### config.mk
export PLATFORM = sky130hd
export DESIGN_NAME = pipe_stage_skid_flat
export DESIGN_NICKNAME = d
export VERILOG_FILES = /design/src/rtl/pipe_pkg.sv /design/src/rtl/pipe_stage_skid_if.sv /design/src/rtl/pipe_sat_counter.sv /design/src/rtl/pipe_stage_skid.sv /design/src/flat_wrapper.sv
export SDC_FILE = /design/constraint.sdc
export NUM_CORES = 1
export LEC_CHECK = 0
export ABC_AREA = 1
export BUFFER_PORTS_ARGS = -buffer_cell sky130_fd_sc_hd__buf_2
export CELL_PAD_IN_SITES_DETAIL_PLACEMENT = 1
export CELL_PAD_IN_SITES_GLOBAL_PLACEMENT = 1
export CORE_ASPECT_RATIO = 1.25
export CORE_MARGIN = 3
export CORE_UTILIZATION = 42
export CTS_BUF_LIST = sky130_fd_sc_hd__clkbuf_8
export CTS_CLUSTER_DIAMETER = 150
export DETAILED_ROUTE_END_ITERATION = 10
export PLACE_DENSITY_LB_ADDON = 0.08
export SETUP_SLACK_MARGIN = 0.05
export SYNTH_ARGS = -nofsm -noshare
export SYNTH_HDL_FRONTEND = slang
export SYNTH_SLANG_ARGS = --single-unit
### constraint.sdc
create_clock -name clk -period 2.4 [get_ports clk]
set_clock_uncertainty 0.05 [all_clocks]
set_input_delay 0.12 -clock clk [delete_from_list [all_inputs] [get_ports clk]]
set_output_delay 0.12 -clock clk [all_outputs]
set_load 0.01 [all_outputs]
### src/rtl/pipe_pkg.sv
// Shared constants and the occupancy state type for the skid-buffered pipeline stage.
package pipe_pkg;
  localparam int          DATA_W_DEF = 32;
  localparam logic [31:0] NOP_INSTR  = {6'h3F, 26'b0};

  typedef enum logic [1:0] {
    EMPTY = 2'd0,
    ONE   = 2'd1,
    TWO   = 2'd2
  } occ_state_t;
endpackage

### src/rtl/pipe_stage_skid_if.sv
// Valid/ready/data bundle. A beat moves on a rising clock edge when valid & ready are both high;
// once valid is raised, the master holds valid and data stable until ready is seen.
interface pipe_stage_skid_if
  import pipe_pkg::*;
#(
  parameter int DATA_W = DATA_W_DEF
);
  logic              valid;
  logic              ready;
  logic [DATA_W-1:0] data;

  modport master (output valid, output data, input ready);
  modport slave  (input valid, input data, output ready);
endinterface

### src/rtl/pipe_sat_counter.sv
// Saturating event counter: counts cycles with i_inc high and sticks at all-ones.
module pipe_sat_counter #(
  parameter int CNT_W = 16
) (
  input  logic             clk,
  input  logic             rst,
  input  logic             i_inc,
  output logic [CNT_W-1:0] o_count
);
  logic [CNT_W-1:0] r_count;

  always_ff @(posedge clk) begin
    if (rst) begin
      r_count <= '0;
    end else if (i_inc && (r_count != {CNT_W{1'b1}})) begin
      r_count <= r_count + CNT_W'(1);
    end
  end

  assign o_count = r_count;
endmodule

### src/rtl/pipe_stage_skid.sv
// Pipeline stage register with a 1-entry skid buffer, flush with NOP injection and a registered in_ready.
// Optional statistics counters (stall_cycles, flush_count) are built when PIPE_STAGE_STATS_EN is defined.
module pipe_stage_skid
  import pipe_pkg::*;
#(
  parameter int              DATA_W    = DATA_W_DEF,
  parameter logic [DATA_W-1:0] NOP_VALUE = DATA_W'(NOP_INSTR)
`ifdef PIPE_STAGE_STATS_EN
  ,
  parameter int              CNT_W     = 16
`endif
) (
  input  logic                      clk,
  input  logic                      rst,
  input  logic                      flush,
  pipe_stage_skid_if.slave          in_if,
  pipe_stage_skid_if.master         out_if,
  output occ_state_t                occ_state
`ifdef PIPE_STAGE_STATS_EN
  ,
  output logic [CNT_W-1:0]          stall_cycles,
  output logic [CNT_W-1:0]          flush_count
`endif
);
  occ_state_t        r_state;
  occ_state_t        w_state_next;
  logic [DATA_W-1:0] r_main;
  logic [DATA_W-1:0] r_skid;
  logic              w_in_ready;
  logic              w_out_valid;
  logic              w_in_xfer;
  logic              w_out_xfer;
  logic              w_ld_main_in;
  logic              w_ld_main_skid;
  logic              w_ld_skid;

  // in_ready comes straight from the state register, so it never sees out_ready.
  assign w_in_ready  = (r_state != TWO) && !rst;
  assign w_out_valid = (r_state != EMPTY);
  assign w_in_xfer   = in_if.valid && w_in_ready;
  assign w_out_xfer  = w_out_valid && out_if.ready;

  always_comb begin
    w_state_next   = r_state;
    w_ld_main_in   = 1'b0;
    w_ld_main_skid = 1'b0;
    w_ld_skid      = 1'b0;
    case (r_state)
      EMPTY: begin
        if (w_in_xfer) begin
          w_state_next = ONE;
          w_ld_main_in = 1'b1;
        end
      end
      ONE: begin
        if (w_in_xfer && w_out_xfer) begin
          w_ld_main_in = 1'b1;
        end else if (w_in_xfer) begin
          w_state_next = TWO;
          w_ld_skid    = 1'b1;
        end else if (w_out_xfer) begin
          w_state_next = EMPTY;
        end
      end
      TWO: begin
        if (w_out_xfer) begin
          w_state_next   = ONE;
          w_ld_main_skid = 1'b1;
        end
      end
      default: w_state_next = EMPTY;
    endcase
  end

  always_ff @(posedge clk) begin
    if (rst) begin
      r_state <= EMPTY;
      r_main  <= '0;
      r_skid  <= '0;
    end else if (flush) begin
      r_state <= EMPTY;
      r_main  <= NOP_VALUE;
    end else begin
      r_state <= w_state_next;
      if (w_ld_main_in) begin
        r_main <= in_if.data;
      end else if (w_ld_main_skid) begin
        r_main <= r_skid;
      end
      if (w_ld_skid) begin
        r_skid <= in_if.data;
      end
    end
  end

  assign in_if.ready  = w_in_ready;
  assign out_if.valid = w_out_valid;
  assign out_if.data  = r_main;
  assign occ_state    = r_state;

`ifdef PIPE_STAGE_STATS_EN
  pipe_sat_counter #(.CNT_W(CNT_W)) u_stall_cnt (
    .clk     (clk),
    .rst     (rst),
    .i_inc   (w_out_valid && !out_if.ready),
    .o_count (stall_cycles)
  );

  pipe_sat_counter #(.CNT_W(CNT_W)) u_flush_cnt (
    .clk     (clk),
    .rst     (rst),
    .i_inc   (flush && !rst),
    .o_count (flush_count)
  );
`endif
endmodule

### src/flat_wrapper.sv
// flat-port wrapper written by rule: the top's interface ports become plain ports
module pipe_stage_skid_flat import pipe_pkg::*;
#(
  parameter int              DATA_W    = DATA_W_DEF,
  parameter logic [DATA_W-1:0] NOP_VALUE = DATA_W'(NOP_INSTR)

)
  (clk, rst, flush, occ_state, in_if_valid, in_if_data, in_if_ready, out_if_valid, out_if_data, out_if_ready);
  pipe_stage_skid_if #(.DATA_W(DATA_W)) in_if_i ();
  pipe_stage_skid_if #(.DATA_W(DATA_W)) out_if_i ();
  input  logic clk;
  input  logic rst;
  input  logic flush;
  output occ_state_t occ_state;
  input wire logic [$bits(in_if_i.valid)-1:0] in_if_valid;
  input wire logic [$bits(in_if_i.data)-1:0] in_if_data;
  output wire logic [$bits(in_if_i.ready)-1:0] in_if_ready;
  output wire logic [$bits(out_if_i.valid)-1:0] out_if_valid;
  output wire logic [$bits(out_if_i.data)-1:0] out_if_data;
  input wire logic [$bits(out_if_i.ready)-1:0] out_if_ready;
  assign in_if_i.valid = in_if_valid;
  assign in_if_i.data = in_if_data;
  assign in_if_ready = in_if_i.ready;
  assign out_if_valid = out_if_i.valid;
  assign out_if_data = out_if_i.data;
  assign out_if_i.ready = out_if_ready;
  pipe_stage_skid #(.DATA_W(DATA_W), .NOP_VALUE(NOP_VALUE)) u_core (.clk(clk), .rst(rst), .flush(flush), .in_if(in_if_i), .out_if(out_if_i), .occ_state(occ_state));
endmodule
; Word-level counts from Yosys, hierarchy flattened
; Index checks and enable logic that the tools add are counted.
[word_totals]
ff_bits = 66
in_bits = 37
out_inout_bits = 36
word_cells = 40
[op_classes]
n_eq_ne = 7
muxes = 16
bitwise_logic = 1
reduce_logical = 12
[ops]
columns = op, count
row1 = $mux W32, 3
row2 = $mux W2, 5
row3 = $mux W1, 6
row4 = $pmux W2 S3, 1
row5 = $logic_and A1 B1 Y1, 4
row6 = $ne A2 B1 Y1 const B, 2
row7 = $ne A2 B2 Y1 const B, 2
row8 = $reduce_and A4 Y1, 1
row9 = $reduce_bool A2 Y1, 2
row10 = $ne A3 B1 Y1 const B, 1
row11 = $reduce_bool A3 Y1, 1
row12 = $eq A2 B1 Y1 const B, 1
row13 = $eq A2 B2 Y1 const B, 1
row14 = $logic_not A2 Y1, 1
row15 = $pmux W1 S2, 1
row16 = $reduce_and A2 Y1, 1
row17 = $reduce_or A2 Y1, 1
row18 = $logic_not A1 Y1, 1
row19 = $not A1 Y1, 1

; Longest topological paths before layout
; Gate-level depths: netlist (run 1).
[logic_depth]
depth_word = 8
mapped_depth = 9
mapped_depth_nobuf = 8

; Worst setup path after synthesis (run 1)
; Ideal clock, no wire load.
[synth_timing]
path_type = register to register
from = reg u_core.r_state[0], in the netlist u_core.occ_state[0]
to = reg u_core.r_skid[10]
t_arrival_ns = 1.260
t_required_ns = 2.234
setup_slack_ns = 0.974
path_stages_with_launch = 9
synth_period_minus_slack_ns = 1.426
cell_sequence = dfxtp_1 inv_2 nand2_4 nand3_4 nor2_4 nand2_4 buf_6 o21ai_0 nor2_1
[synth_via]
elab_chain_len = 7
[synth_rtl]
columns = item, line_no
row1 = from (decl), pipe_stage_skid.sv:25  ; occ_state_t r_state;
row2 = from (signal assigned), pipe_stage_skid.sv:84  ; r_state <= w_state_next;
row3 = $ne A2 B2 Y1, pipe_stage_skid.sv:38  ; assign w_in_ready = (r_state != TWO) && !rst;
row4 = $logic_and A1 B1 Y1, pipe_stage_skid.sv:38
row5 = $logic_and A1 B1 Y1, pipe_stage_skid.sv:40  ; assign w_in_xfer = in_if.valid && w_in_ready;
row6 = $mux W1 / $logic_and A1 B1 Y1 (equally long branches), "pipe_stage_skid.sv:58, pipe_stage_skid.sv:56"
row7 = $mux W1, pipe_stage_skid.sv:56  ; if (w_in_xfer && w_out_xfer) begin
row8 = $mux W1 (*), pipe_stage_skid.sv:48  ; case (r_state)
row9 = $reduce_and A2 Y1 (no line) (*), n/a
row10 = to (signal assigned), pipe_stage_skid.sv:91  ; r_skid <= in_if.data;
row11 = to (decl), pipe_stage_skid.sv:28  ; logic [DATA_W-1:0] r_skid;
; Mark *: on every way between the ends. The rest lies on a longest branch, timed or not.
; A chain may end at the register's enable or synchronous reset.

; Worst setup path after layout (run 1)
[layout_timing]
from = reg u_core.r_state[0], in the netlist u_core.occ_state[0]
to = reg u_core.r_skid[8]
; Same word-level chain as after synthesis.

==> results of run 1 <==
==> per-layer routing <==
layer,vias up,wire [um],global-route usage
met5,-,0,0
met2,54,3560,0.333
met1,1194,3220,0.238
li1,1277,-,-
met4,0,116,0.0661
met3,11,303,0.0493
==> area by class of cell <==
cell class	count	area, um^2
fill	818	2930
sequential	66	1320
multi-input combinational	253	1240
timing repair buffer	78	415
clock buffer	13	179
tap	85	106
inverter	14	60.1
clock inverter	3	37.5
==> final timing paths <==
path / slack (ns) / start / endpoint
min: 0.02 / in_if_data[29] / u_core.r_skid[29]
min reg2reg: 0.41 / u_core.out_if.data[10] / u_core.out_if.data[10]
max: 0.68 / u_core.occ_state[0] / u_core.r_skid[8]
max reg2reg: 0.68 / u_core.occ_state[0] / u_core.r_skid[8]
==> worst register-to-register path: cells and delay by family (launching register included) <==
family / cells / cell delay [ns]
flops: 1 / 0.38
buf+inv: 2 / 0.42
simple gates: 6 / 0.82
==> state kept, by name (all words and copies together) (netlist names) <==
signal	flops
u_core.occ_state	2
u_core.out_if.data	32
u_core.r_skid	32
==> power by group through the flow <==
| stage | clock network, W | registers (W) | logic, W |
|---|---|---|---|
| floorplan | 0 | 0.00116 | 0.000101 |
| global placement | 0 | 0.00115 | 0.000179 |
| detailed placement | 0 | 0.00115 | 0.000183 |
| CTS | 0.00102 | 0.00113 | 0.000189 |
| global route | 0.00106 | 0.00113 | 0.000210 |
| finish | 0.000992 | 0.00113 | 0.000186 |
==> cells in the final DEF, fill, tap and decap left out, types with 4 or more instances in the layout <==
cell type | synthesis | layout
dlygate4sd3_1 | 0 | 4
nor2_1 | 84 | 84
dfxtp_1 | 66 | 66
nand2_1 | 65 | 65
clkbuf_8 | 0 | 13
a21boi_1 | 12 | 12
o21ai_0 | 23 | 23
a21oi_1 | 28 | 28
buf_2 | 5 | 72
o21ai_1 | 9 | 9
inv_1 | 8 | 10
a21boi_0 | 14 | 14
nand3_1 | 7 | 7
==> per-stage QoR <==
stage | hold slack (ns) | total power [W] | instances
floorplan | 0.215 | 0.00126 | 353
global placement | 0.324 | 0.00133 | 492
detailed placement | 0.336 | 0.00133 | 492
CTS | 0.00759 | 0.00233 | 512
global route | 0.0201 | 0.00240 | 512
finish | 0.0156 | 0.00230 | 512
==> logic make-up after synthesis <==
logic type	count (synthesis)	synth area share
AND/OR/NAND/NOR	165	0.258
flip-flops	66	0.475
buffers and inverters	34	0.0804
AO/OA/AOI/OAI	88	0.187
==> metrics.yaml, run 1 <==
cts_resized: 0
yosys-top-cells-area: "dfxtp_1, nor2_1, nand2_1"
critPathMaxFanout: 33
viasPerCell: 4.95
area_delta_synth_final_pct: 20.6
pre_cts_slack_ns: 0.664
layout_min_cycle_time_ns: 1.72
wirelength_um: 7200
outcome: "completed"
synthesis.area_mm2: 0.00278
die_width_um: 78.8
post_drt_wl_per_cell_um: 14.1
cp_num_buf_inv: 2
relSlewSlack: 0.644
internal_power_w: 0.00177
synth_ff_type: "dfxtp_1"
grt_pass1_vias: 2576
worstPathArrival_ns: 1.93
swShare: 0.229
placed_area_mm2: 0.00310
power_density_mw_per_mm2: 686
gp_congestion: 0.724
die_area_mm2: 0.00765
path_class: "register to register"
synth_seq_cells: 66
final_nets: 459
finalHoldViolations: 0
final.setup.tns_ns: 0
drt_iter0_drc: 94
port_buffers: 72
via_count: 2536
track_usage: 0.196
synthCells: 353
cp_slowest_stage_delay_ns: 0.38
worst_slew_pin_slew_ns: 0.535
diodes: 0
coreArea_mm2: 0.00629
synth.most_common_cell: "nor2_1"
whs_path_depth: 3
rows: 32
final_max_slew_viol_count: 0
grt_pass1_wl_um: 12100
cts_root_buf: "clkbuf_8"
rsz0062_at_grt: "false"
slowest_stage: "dfxtp_1"
drive_gt1_frac: 0.241
cap_violations: 0
initial_core_util: 0.443
synth_warnings: 0
final_antenna_net_count: 0
p_leak_nw: 1.43
crit_chain: "inv_2, nand2_4, nand3_4, nor2_4, nand2_4, inv_6, nor2_1, nor2_1"
layout_setup_ws_ns: 0.675
drt-pass1-iter-count: 4
p_sw_w: 0.000528
yosys.area.top_type_share: 0.475
syn_nets: 390
hold_class: "input pin to register"
finish.utilization: 0.534
cts_buffer_depth: 2
power.share.sequential: 0.489
hold_buffers: 4
synth_edf_count: 0
fmax_ghz: 0.580
crit_cells: 8
ys_types: 25
antenna_found_initial: 0
ir_drop_v: 0.000413
die_y_um: 97.0
cts_buffers: 9
syn_avg_cell_area_um2: 7.89
grt_max_degree: 35
yosys.area.top_type: "dfxtp_1"
power_frac_comb: 0.081
async_reset_ff_frac: 0
drcViolationCount: 0
cts_tree: "done"
clk_transition_reported_paths_ns: 0.07
ctsHtreeMaxLevel: 3
required_ns: 2.60
overflow: 0
ff2ff_path_depth: 8
ios: 73
end_kind: "register"
cts_setup_buffers: 0
p_clk_frac: 0.431
clock_sinks: 66
critPathLaunchType: "register"
synth-seq-area-share: 0.475
synth_common_cells: "nor2_1, dfxtp_1, nand2_1, a21oi_1, o21ai_0"
clk_latency_ns: 0.32
period_share: 0.719
critPathTopFamily: "simple AND/OR/NAND/NOR gates"
setup_violations: 0
place_hpwl_um: 4680
finalInstanceArea_mm2: 0.00336
Note: power is estimated with default switching activity, not from simulation.
==> inputs of run 2 (changes only) <==
--- a/config.mk
+++ b/config.mk
@@ -5,13 +5,13 @@
 export SDC_FILE = /design/constraint.sdc
 export NUM_CORES = 1
 export LEC_CHECK = 0
-export ABC_AREA = 1
+export ABC_AREA = 0
 export BUFFER_PORTS_ARGS = -buffer_cell sky130_fd_sc_hd__buf_2
 export CELL_PAD_IN_SITES_DETAIL_PLACEMENT = 1
 export CELL_PAD_IN_SITES_GLOBAL_PLACEMENT = 1
 export CORE_ASPECT_RATIO = 1.25
 export CORE_MARGIN = 3
-export CORE_UTILIZATION = 42
+export CORE_UTILIZATION = 36
 export CTS_BUF_LIST = sky130_fd_sc_hd__clkbuf_8
 export CTS_CLUSTER_DIAMETER = 150
 export DETAILED_ROUTE_END_ITERATION = 10
==> constraint.sdc (replaced) <==
create_clock -name clk -period 1.45 [get_ports clk]
set_clock_uncertainty 0.05 [all_clocks]
set_input_delay 0.0725 -clock clk [delete_from_list [all_inputs] [get_ports clk]]
set_output_delay 0.0725 -clock clk [all_outputs]
set_load 0.01 [all_outputs]
==> metrics.yaml, run 2 <==
outcome: "completed"
port_buffers: 72
required_ns: 1.33
drt_iter0_drc: 174
layout_common_cells: "buf_2, dfxtp_1, nand2_1"
post_drt_wl_per_cell_um: 18.3
viasPerCell: 5.67
critPathLaunchType: "register"
die_y_um: 106
critPathMaxFanout: 5
wirelength_um: 10100
synth_seq_cells: 66
synth_warnings: 0
synth-seq-area-share: 0.456
period_share: 0.960
final.setup.tns_ns: 0
die_area_mm2: 0.00917
cap_violations: 0
antenna_found_initial: 0
cts_buffer_depth: 2
die_width_um: 86.2
syn_avg_cell_area_um2: 8.09
path_class: "register to output port"
grt_max_degree: 40
synthesis.area_mm2: 0.00290
via_count: 3114
final_antenna_net_count: 0
ios: 73
relSlewSlack: 0.571
yosys.area.top_type: "dfxtp_1"
final_max_slew_viol_count: 0
clk_latency_ns: 0.34
area_delta_synth_final_pct: 40.7
p_leak_nw: 1.50
cts_tree: "done"
power_density_mw_per_mm2: 950
dp_cells: 497
worstPathArrival_ns: 1.27
synth_edf_count: 0
drive_gt1_frac: 0.289
hold_class: "input pin to register"
drcViolationCount: 0
rsz0062_at_grt: "true"
finalHoldViolations: 0
grt_pass1_wl_um: 15600
grt_pass1_vias: 3055
fmax_ghz: 0.719
rows: 35
drt-pass1-iter-count: 4
track_usage: 0.215
ctsHtreeMaxLevel: 3
clk_transition_reported_paths_ns: 0.07
layout_min_cycle_time_ns: 1.39
overflow: 0
clock_sinks: 66
yosys.area.top_type_share: 0.456
ys_types: 26
stdcell_count: 549
final_nets: 489
initial_core_util: 0.382
place_hpwl_um: 5750
worst_slew_pin_slew_ns: 0.643
setup_violations: 0
syn_nets: 395
synth_ff_type: "dfxtp_1"
coreArea_mm2: 0.00758
synth_common_cells: "dfxtp_1, nand2_1, a21oi_1, nand3_1, a31oi_1"
cts_buffers: 9
synthCells: 358
yosys-top-cells-area: "dfxtp_1, o41ai_1, a21oi_1"
ir_drop_v: 0.000562
end_kind: "output port"
cts_root_buf: "clkbuf_8"
synth.most_common_cell: "dfxtp_1"
final_common_cell: "buf_2"
async_reset_ff_frac: 0
gp_congestion: 0.719
finish.utilization: 0.538
diodes: 0
run 2: cell types whose count changed after synthesis, moves of 7 or more:
cell and change:
inv_1 -8, a31oi_1 +32, nor2_1 -82, buf_6 -7
a21boi_0 -14, a21boi_1 -12, clkbuf_1 +25, nand2_1 -11
nand3_1 +31, o41ai_1 +26, a21oi_1 +13, buf_2 +7
run 2: logic make-up (layout without fill, tap and decap cells):
logic type	after synthesis	in the layout	synth area share
AOI/OAI and AO/OA	138	138	0.292
and+or+nand+nor	108	108	0.176
buffers and inverters	46	145	0.0764
DFF	66	66	0.456
run 2: area by class of cell:
| type | count | area (um^2) |
|---|---|---|
| clock buffers | 9 | 124 |
| flip-flops and latches | 66 | 1330 |
| multi-input cells | 246 | 1480 |
| repair buffers | 129 | 972 |
| fillers | 921 | 3500 |
| clock inverters | 7 | 55.1 |
| well taps | 92 | 115 |
run 2: timing repair:
item / in CTS / in global routing
hold endpoints to repair: 49 / 0
cloned: 0 / 2
hold buffers: 33 / 0
pin swaps: 0 / 1
gates resized for setup: 4 / 24
setup buffers: 1 / 0
endpoints found under the setup margin: 3 / 50
run 2: through the flow:
stage | instance area [um^2] | power (W) | worst slack, ns | hold slack (ns)
after floorplan | 2910 | 0.00215 | -0.0396 | 0.170
after global placement | 3400 | 0.00234 | 0.102 | 0.289
after detailed placement | 3400 | 0.00235 | 0.0628 | 0.298
after CTS | 3930 | 0.00386 | 0.0594 | 0.0979
after global routing | 4080 | 0.00404 | 0.0174 | 0.136
final | 4080 | 0.00388 | 0.0587 | 0.113
run 2: layer usage:
| layer | part of all wire | vias to the layer above | GRT usage |
|---|---|---|---|
| li1 | - | 1511 | - |
| met1 | 0.45 | 1506 | 0.280 |
| met2 | 0.49 | 85 | 0.359 |
| met3 | 0.056 | 12 | 0.0465 |
| met4 | 0.011 | 0 | 0.0512 |
| met5 | 0 | - | 0 |
run 2: report_power, final:
group / internal (W) / switching (W) / leakage, nW
combinational: 0.000248 / 0.000297 / 0.857
sequential: 0.00185 / 0.0000233 / 0.537
clock: 0.000764 / 0.000689 / 0.108
total: 0.00287 / 0.00101 / 1.50
run 2: path summary, 6_finish.rpt:
| check | slack [ns] | cells past startpoint | end | start |
|---|---|---|---|---|
| setup / recovery | 0.06 | 4 | in_if_ready | u_core.occ_state[1] |
| hold / removal | 0.11 | 3 | u_core.out_if.data[28] | flush |
| setup reg to reg | 0.06 | 4 | u_core.out_if.data[5] | u_core.occ_state[1] |
| hold reg to reg | 0.42 | 2 | u_core.out_if.data[7] | u_core.out_if.data[7] |
run 2: worst max-delay path: stages (launching register included):
cell	delay, ns
dfxtp_4	0.37
buf_4	0.15
nor2b_2	0.16
nor2_1	0.11
buf_2	0.14
